==> src/rtl/wwdt_refresh_ctrl.sv <==
// APB master that configures, polls and refreshes a 7-bit window watchdog.
// Tracks kick/stop requests and latches a sticky fault on wdt interrupt.
module wwdt_refresh_ctrl #(
   parameter logic [6:0]  RELOAD   = 7'h7F,
   parameter logic [6:0]  WINDOW   = 7'h40,
   parameter int          GUARD    = 4,
   parameter int          POLL_GAP = 8,
   parameter logic [31:0] ADDR_CR  = 32'h0,
   parameter logic [31:0] ADDR_CFR = 32'h1
) (
   input  logic        pclk,
   input  logic        prst,
   input  logic        start,
   input  logic        stop,
   input  logic        kick,
   input  logic        wdt_intr,
   output logic        psel,
   output logic        penable,
   output logic        pwrite,
   output logic [31:0] paddr,
   output logic [31:0] pwdata,
   input  logic [31:0] prdata,
   input  logic        pready,
   output logic        active,
   output logic        err,
   output logic [6:0]  last_cnt,
   output logic [15:0] refresh_cnt
);

   localparam logic [3:0] S_IDLE  = 4'd0;
   localparam logic [3:0] S_CFG   = 4'd1;
   localparam logic [3:0] S_EN    = 4'd2;
   localparam logic [3:0] S_WAIT  = 4'd3;
   localparam logic [3:0] S_RD    = 4'd4;
   localparam logic [3:0] S_CAP   = 4'd5;
   localparam logic [3:0] S_RF    = 4'd6;
   localparam logic [3:0] S_STOP  = 4'd7;
   localparam logic [3:0] S_FAULT = 4'd8;

   localparam logic [7:0] LIMIT = {1'b0, WINDOW} + 8'(GUARD);
   localparam logic [7:0] GAP   = 8'(POLL_GAP);

   if (LIMIT >= {1'b0, RELOAD}) begin : g_bad_cfg
      $error("wwdt_refresh_ctrl: WINDOW+GUARD must be below RELOAD");
   end

   logic [3:0]  r_state;
   logic [1:0]  r_ph;
   logic [7:0]  r_gap;
   logic        r_active;
   logic        r_err;
   logic        r_fpend;
   logic        r_stop;
   logic        r_kick;
   logic [6:0]  r_last;
   logic [15:0] r_cnt;

   logic [3:0]  w_nxt;
   logic [3:0]  w_bnd;
   logic        w_xfer;
   logic        w_done;
   logic        w_hold;
   logic        w_low;
   logic        w_busy;
   logic        w_start;
   logic        w_to_fault;
   logic        w_to_idle;
   logic        w_unused;

   assign w_xfer = (r_state == S_CFG) | (r_state == S_EN) | (r_state == S_RD)
                 | (r_state == S_RF)  | (r_state == S_STOP);
   assign psel    = w_xfer & (r_ph != 2'd0);
   assign penable = w_xfer & (r_ph == 2'd2);
   assign w_done  = penable & pready;
   assign pwrite  = w_xfer & (r_state != S_RD);
   assign paddr   = (w_xfer && r_state == S_CFG) ? ADDR_CFR :
                    (w_xfer ? ADDR_CR : 32'h0);

   always_comb begin
      pwdata = 32'h0;
      if (r_state == S_CFG)
         pwdata = {25'b0, WINDOW};
      else if (r_state == S_EN || r_state == S_RF)
         pwdata = {24'b0, 1'b1, RELOAD};
   end

   assign w_hold   = r_fpend | r_stop;
   assign w_low    = {1'b0, prdata[6:0]} <= LIMIT;
   assign w_busy   = (r_state != S_IDLE) & (r_state != S_FAULT)
                   & (r_state != S_STOP);
   assign w_unused = ^prdata[31:8];

   // Boundary priority: pending fault, then stop, then kick, else resume polling.
   always_comb begin
      w_bnd = S_WAIT;
      if (r_fpend)
         w_bnd = S_FAULT;
      else if (r_stop)
         w_bnd = S_STOP;
      else if (r_kick)
         w_bnd = S_RF;
   end

   always_comb begin
      w_nxt = r_state;
      unique case (r_state)
         S_IDLE, S_FAULT: begin
            if (stop)
               w_nxt = S_IDLE;
            else if (start)
               w_nxt = S_CFG;
         end
         S_CFG:
            if (w_done) w_nxt = r_stop ? S_STOP : S_EN;
         S_EN:
            if (w_done) w_nxt = w_hold ? w_bnd : S_WAIT;
         S_WAIT: begin
            if (w_hold | r_kick)
               w_nxt = w_bnd;
            else if (r_gap >= GAP)
               w_nxt = S_RD;
         end
         S_RD:
            if (w_done) w_nxt = S_CAP;
         S_CAP: begin
            if (w_hold)
               w_nxt = w_bnd;
            else if (!prdata[7])
               w_nxt = S_FAULT;
            else if (r_kick | w_low)
               w_nxt = S_RF;
            else
               w_nxt = S_WAIT;
         end
         S_RF:
            if (w_done) w_nxt = w_hold ? w_bnd : S_WAIT;
         S_STOP:
            if (w_done) w_nxt = r_fpend ? S_FAULT : S_IDLE;
         default:
            w_nxt = S_IDLE;
      endcase
   end

   assign w_start    = ((r_state == S_IDLE) | (r_state == S_FAULT))
                     & (w_nxt == S_CFG);
   assign w_to_fault = (w_nxt == S_FAULT) & (r_state != S_FAULT);
   assign w_to_idle  = (w_nxt == S_IDLE);

   always_ff @(posedge pclk or posedge prst) begin
      if (prst) begin
         r_state  <= S_IDLE;
         r_ph     <= 2'd0;
         r_gap    <= 8'd0;
         r_active <= 1'b0;
         r_err    <= 1'b0;
         r_fpend  <= 1'b0;
         r_stop   <= 1'b0;
         r_kick   <= 1'b0;
         r_last   <= 7'd0;
         r_cnt    <= 16'd0;
      end else begin
         r_state <= w_nxt;
         // A transfer entered straight from another leaves one idle psel=0 cycle.
         if (w_nxt != r_state)
            r_ph <= w_done ? 2'd0 : 2'd1;
         else if (w_xfer && r_ph != 2'd2)
            r_ph <= r_ph + 2'd1;

         r_gap <= (r_state == S_WAIT) ? r_gap + 8'd1 : 8'd0;

         if (r_state == S_EN && w_done)
            r_active <= 1'b1;
         if (w_to_fault || (r_state == S_STOP && w_done))
            r_active <= 1'b0;

         if (r_active && wdt_intr) begin
            r_err   <= 1'b1;
            r_fpend <= 1'b1;
         end
         if (w_to_fault)
            r_err <= 1'b1;
         if (w_start)
            r_err <= 1'b0;
         if (w_to_fault || w_start || w_to_idle)
            r_fpend <= 1'b0;

         if (stop && w_busy)
            r_stop <= 1'b1;
         if (w_nxt == S_STOP || w_to_idle || w_to_fault || w_start)
            r_stop <= 1'b0;

         if (kick && r_active && r_state != S_STOP)
            r_kick <= 1'b1;
         if ((r_state == S_RF && w_done) || w_nxt == S_STOP
             || w_to_idle || w_to_fault || w_start)
            r_kick <= 1'b0;

         if (w_start)
            r_last <= 7'd0;
         else if (r_state == S_CAP)
            r_last <= prdata[6:0];

         if (w_start)
            r_cnt <= 16'd0;
         else if (r_state == S_RF && w_done && r_cnt != 16'hFFFF)
            r_cnt <= r_cnt + 16'd1;
      end
   end

   assign active      = r_active;
   assign err         = r_err;
   assign last_cnt    = r_last;
   assign refresh_cnt = r_cnt;

endmodule

==> config.mk <==
export PLATFORM = sky130hd
export DESIGN_NAME = wwdt_refresh_ctrl
export DESIGN_NICKNAME = d
export VERILOG_FILES = /design/src/rtl/wwdt_refresh_ctrl.sv
export SDC_FILE = /design/constraint.sdc
export NUM_CORES = 1
export LEC_CHECK = 0
export BUFFER_PORTS_ARGS = -buffer_cell sky130_fd_sc_hd__buf_2
export CORE_ASPECT_RATIO = 1.4
export CORE_MARGIN = 2
export CORE_UTILIZATION = 40
export CTS_CLUSTER_SIZE = 10
export DETAILED_ROUTE_END_ITERATION = 8
export PLACE_DENSITY = 0.68
export SLEW_MARGIN = 30
export SYNTH_ARGS = -nofsm -noshare
export SYNTH_HDL_FRONTEND = slang
export SYNTH_SLANG_ARGS = --single-unit
export TNS_END_PERCENT = 30
==> constraint.sdc <==
create_clock -name pclk -period 2.8 [get_ports pclk]
set_clock_uncertainty 0.2 [all_clocks]
set_input_delay 0.42 -clock pclk [delete_from_list [all_inputs] [get_ports pclk]]
set_output_delay 0.42 -clock pclk [all_outputs]
set_load 0.02 [all_outputs]
# --- Yosys cells after proc, flatten, opt, wreduce, memory -nomap -nowiden ---
# Index checks and enable logic that the tools add are counted.
op_classes:
  n_lt_le_gt_ge: 2
  muxes: 39
  n_bitwise: 16
  n_eq_ne: 18
  n_reduce_logical: 35
  addsub: 3
ops:
  columns: ["op", "count"]
  rows:
  - ["$mux 4", 13]
  - ["$mux 16", 2]
  - ["$mux 32", 1]
  - ["$pmux 4 s7", 1]
  - ["$eq 4x3->1 const B", 5]
  - ["$add 16x1->16 const B", 1]
  - ["$mux 8", 2]
  - ["$ne 16x16->1 const B", 1]
  - ["$reduce_bool 2->1", 8]
  - ["$mux 7", 2]
  - ["$mux 1", 12]
  - ["$mux 3", 4]
  - ["$logic_or 1x1->1", 11]
  - ["$logic_and 1x1->1", 10]
  - ["$add 8x1->8 const B", 1]
  - ["$and 1x1->1", 8]
  - ["$eq 4x1->1 const B", 2]
  - ["$eq 4x2->1 const B", 2]
  - ["$eq 4x4->1 const B", 2]
  - ["$ge 8x4->1 const B", 1]
  - ["$logic_not 4->1", 2]
  - ["$ne 4x3->1 const B", 2]
  - ["$or 1x1->1", 8]
  - ["$le 7x7->1 const B", 1]
  - ["9 further kinds", 11]
word_totals:
  out_inout_bits: 92
  wordCells: 123
  register_bits: 42
  inputBits: 39

# --- Depth between registers and ports, before layout ---
logic_depth:
  ltp_word: 15
  ltp_mapped: 9
  mapped_depth_nobuf: 8

# --- Worst setup path after synthesis ---
# Ideal clock, no wire load.
synth_timing:
  path_kind: "register to register"
  from: "register r_state[0]"
  to: "register r_ph[1]"
  arrival_ns: 2.524
  path_stages_with_launch: 8
  t_required_ns: 2.533
  n_path_buf: 1
  slack_ns: 0.009
  setup_ns: 0.067
  synth_period_minus_slack_ns: 2.791
  cell_sequence: "dfrtp_1 > buf_4 > nor3b_1 > a221o_1 > nor3_1 > and3_4 > nor4_2 > and3_1"
synth_between:
  elab_chain_len: 11
  elab_cells_between_ends: 30
  cone_classes: "eq/ne (9); mux (10); bitwise (6); reduce/logical (5)"
synth_rtl:
  columns: ["element", "line_no", "text"]
  rows:
  - ["start, declared", "47", "logic [3:0] r_state;"]
  - ["start signal, assigned", "162", "r_state <= w_nxt;"]
  - ["$eq 4x1->1 / $eq 4x2->1 (equally long branches)", "70, 106", null]
  - ["$or 1x1->1 (2 in series)", "70", "assign w_xfer = (r_state == S_CFG) | (r_state == S_EN) | (r_state == S_RD)"]
  - ["$or 1x1->1 (2 in series)", "71", "| (r_state == S_RF) | (r_state == S_STOP);"]
  - ["$and 1x1->1", "73", "assign penable = w_xfer & (r_ph == 2'd2);"]
  - ["$and 1x1->1", "74", "assign w_done = penable & pready;"]
  - ["$mux 4 (on tied branches)", null, null]
  - ["$pmux 4 s7", "106", "unique case (r_state)"]
  - ["$ne 4x4->1", "164", "if (w_nxt != r_state)"]
  - ["$mux 2 / $reduce_bool 2->1 (equally long branches)", null, null]
  - ["end signal, assigned", "165", "r_ph <= w_done ? 2'd0 : 2'd1;"]
  - ["end signal, assigned", "167", "r_ph <= r_ph + 2'd1;"]
  - ["end, declared", "48", "logic [1:0] r_ph;"]
# Parallel ways exist; a longest one is shown, timed or not.
# A chain may end at the register's enable or synchronous reset.

# --- Final worst setup path ---
layout_timing:
  from: "register r_state[3]"
  to: "register r_ph[1]"
# The elaborated chain is that of the path after synthesis.

==> flow_summary_export.csv <==
group,metric,value,unit
global_route,grt_pass1_vias,2096,
finish,antennaDiodeCount,0,
power,vdd_drop_max,360,uV
finish,stdcell_area,0.00320,mm^2
cts,cts-root-buf,"clkbuf_8",
critical_path,crit_arrival,2.60,ns
cts,htreeDepth,2,
drt,wl,5.93,mm
logic_synthesis,ys_seq_area_share,35.2,%
logic_synthesis,yosysMostFrequentCell,"buf_4",
critical_path,cpMaxStageDelayCell,"and4bb_1",
cts,cts_tree,"built",
finish,layout-drive-gt1-share,21.0,%
drt,route.met2.wl,3.01,mm
logic_synthesis,synthArstFlopShare,100,%
finish,syn2layout_area_growth,7.20,%
floorplanning,die_y,106,um
timing,finalHoldViolCount,0,
logic_synthesis,synth_ff_type,"dfrtp_1",
power,power_frac_comb,43.0,%
cts,clk_path_buf_depth,2,
finish,fin_nets,428,
logic_synthesis,ys_warn_count,0,
placement,detailedPlace.worstSlack,0.202,ns
drt,via_per_inst,4.86,
placement,place_area,0.00309,mm^2
timing,tightestPinTransition,0.555,ns
cts,numCtsBuffers,5,
power,intPower,1.30,mW
power,p_switching,901,uW
timing,slew_viol_final,0,
power,power_leakage,1.63,nW
cts,insertion_delay,0.29,ns
logic_synthesis,synth-edff-count,0,
power,power-per-cell-area,686,mW/mm^2
power,power_frac_seq,35.0,%
critical_path,crit_fanout,9,
placement,gp_congestion,0.892,
power,p_sw_share,41.0,%
logic_synthesis,yosysTopAreaCell,"dfrtp_1",
cts,hold_buffers,0,
timing,finalWorstSetupSlack,0.230,ns
logic_synthesis,synth_area,0.00299,mm^2
cts,cts_resized,0,
timing,rsz0062_at_grt,"false",
logic_synthesis,synthCells,338,
drt,antenna_left,0,
logic_synthesis,ys_seq_elements,42,
placement,io_buffer_count,51,
drt,avgRoutedWirePerCell,12.3,um
global_route,grt_antenna_before_repair,0,
global_route,grt_max_degree,43,
cts,path_clk_slew,0.09,ns
drt,route.met3.wl,330,um
global_route,grt_use_total,14.1,%
cts,cts_num_sinks,42,
drt,vias,2343,
timing,finalCritPeriodShare,91.8,%
hold_path,hold_path.class,"in2async",
cts,postCtsSetupBuffers,0,
drt,first_iter_violations,128,
drt,drc,0,
floorplanning,num_rows,37,
timing,setup_tns,0,ns
logic_synthesis,synth_cell_type_count,60,
global_route,grt-ovfl-total,0,
floorplanning,core_area,0.00731,mm^2
logic_synthesis,ys_top_cells_by_area,"dfrtp_1 35%, buf_4 16%, nor2_1 3.9%",
floorplanning,start_util,40.9,%
finish,final_core_util,43.8,%
floorplanning,pin_count,131,
logic_synthesis,avgSynthCellArea,8.84,um^2
placement,hpwl,4.54,mm
timing,setup_viol,0,
critical_path,critPathMaxStageDelay,0.59,ns
status,status,"complete, no violations",
timing,slew_headroom,62.0,%
timing,period_needed,2.57,ns
critical_path,cp.required,2.83,ns
power,p_clk_share,21.9,%
logic_synthesis,synthTopCellsByCount,"63 x buf_4, 42 x dfrtp_1, 31 x nor2_1, 25 x nand2_1, 19 x a21oi_1",
floorplanning,die_w,77.1,um
drt,first_pass_iters,4,
critical_path,path_cells,"and4bb_1 > nand2_2 > o32a_1 > and3_4 > nor4_2 > and3_1",
logic_synthesis,synth_top_area_share,35.2,%
power,finalPower,2.20,mW
critical_path,startpoint_type,"flop",
finish,fill_cells,770,
critical_path,crit_type,"reg2reg",
timing,fmax,389,MHz
critical_path,cp_top_family,"simple AND/OR/NAND/NOR gates",
drt,routed.top_layer,"met4",
drt,wl_met1,2.55,mm
critical_path,end_kind,"flop",
floorplanning,die-area,0.00819,mm^2
critical_path,critPathBufInv,0,
run,maxCapViolCount,0,
global_route,grt_pass1_wl,9.50,mm
## cell usage in the layout, fill, tap and decap left out, types with 3 or more instances in the layout
cell type and n:
dfrtp_1 42, nand3_1 13, xnor2_1 6, a31oi_1 5, nor3_1 5, inv_1 16, or3_1 5, clkbuf_8 5
nand2_1 25, and2_1 5, xor2_1 13, nor4_1 4, ha_1 5, conb_1 55, nand4bb_1 3, a21oi_1 19
mux2i_1 3, nor2_1 31, and3_1 7, o21ai_0 11, buf_4 11, nand4_1 3, buf_2 51
## worst min-delay path: stages
cell   delay [ns]
buf_2        0.09
inv_1        0.05
buf_4        0.44
## path summary, 6_finish.rpt
kind                        startpoint              end  slack, ns  cells past startpoint
min                               prst       r_state[1]       0.06                      3
max reg2reg                 r_state[3]          r_ph[1]       0.23                      6
max in group asynchronous         prst  refresh_cnt[13]       1.97                      3
min in group pclk            prdata[0]      last_cnt[0]       0.17                      3
min reg2reg                last_cnt[4]      last_cnt[4]       0.32                      2
max                         r_state[3]          r_ph[1]       0.23                      6
## final cells by class
class                      instances  area (um^2)  area share, %
sequential                        42         1050           32.8
clock inverter                     3         45.0           1.41
multi-input combinational        257         1520           47.4
timing repair buffer              62          338           10.5
inverter                          16         60.1           1.87
tap                               97          121           3.79
clock buffer                       5         68.8           2.15
## sequential cells by signal (all words and copies together) (netlist names)
| signal | flops |
|---|---|
| err | 1 |
| r_gap | 8 |
| active | 1 |
| r_stop | 1 |
| r_fpend | 1 |
| r_ph | 2 |
| refresh_cnt | 16 |
| last_cnt | 7 |
| r_state | 4 |
| r_kick | 1 |
## power by group through the flow
stage	Sequential, mW	Clock (mW)	Combinational [mW]
final	0.770	0.482	0.946
after global routing	0.785	0.518	1.04
after CTS	0.770	0.492	0.951
after detailed placement	0.783	0	0.946
after global placement	0.779	0	0.930
after floorplan	0.800	0	0.766
## per-stage QoR
step           hold WS, ns  cells
3_3_place_gp         0.307    474
5_1_grt              0.117    482
6_report            0.0553    482
3_5_place_dp         0.313    474
4_1_cts             0.0920    482
2_1_floorplan        0.285    392
## routing by layer
layer  global-route usage, %  vias to the layer above
met3                    2.21                        4
met2                    24.9                       94
met1                    17.8                     1117
li1                        -                     1128
met4                    3.57                        0
met5                       0                        -
## cells by family (layout without fill, tap and decap cells)
kind of cell,Yosys count,count (layout),synth area share (%)
other,1,55,0.125
xor gates and xnor gates,19,19,5.57
and+or+nand+nor,121,121,22.9
AOI/OAI and AO/OA,54,54,12.4
DFF,42,42,35.2
muxes,3,3,1.00
buffers and inverters,93,86,20.8
adders and majority gates,5,5,2.09
Note: power is estimated with default switching activity, not from simulation.
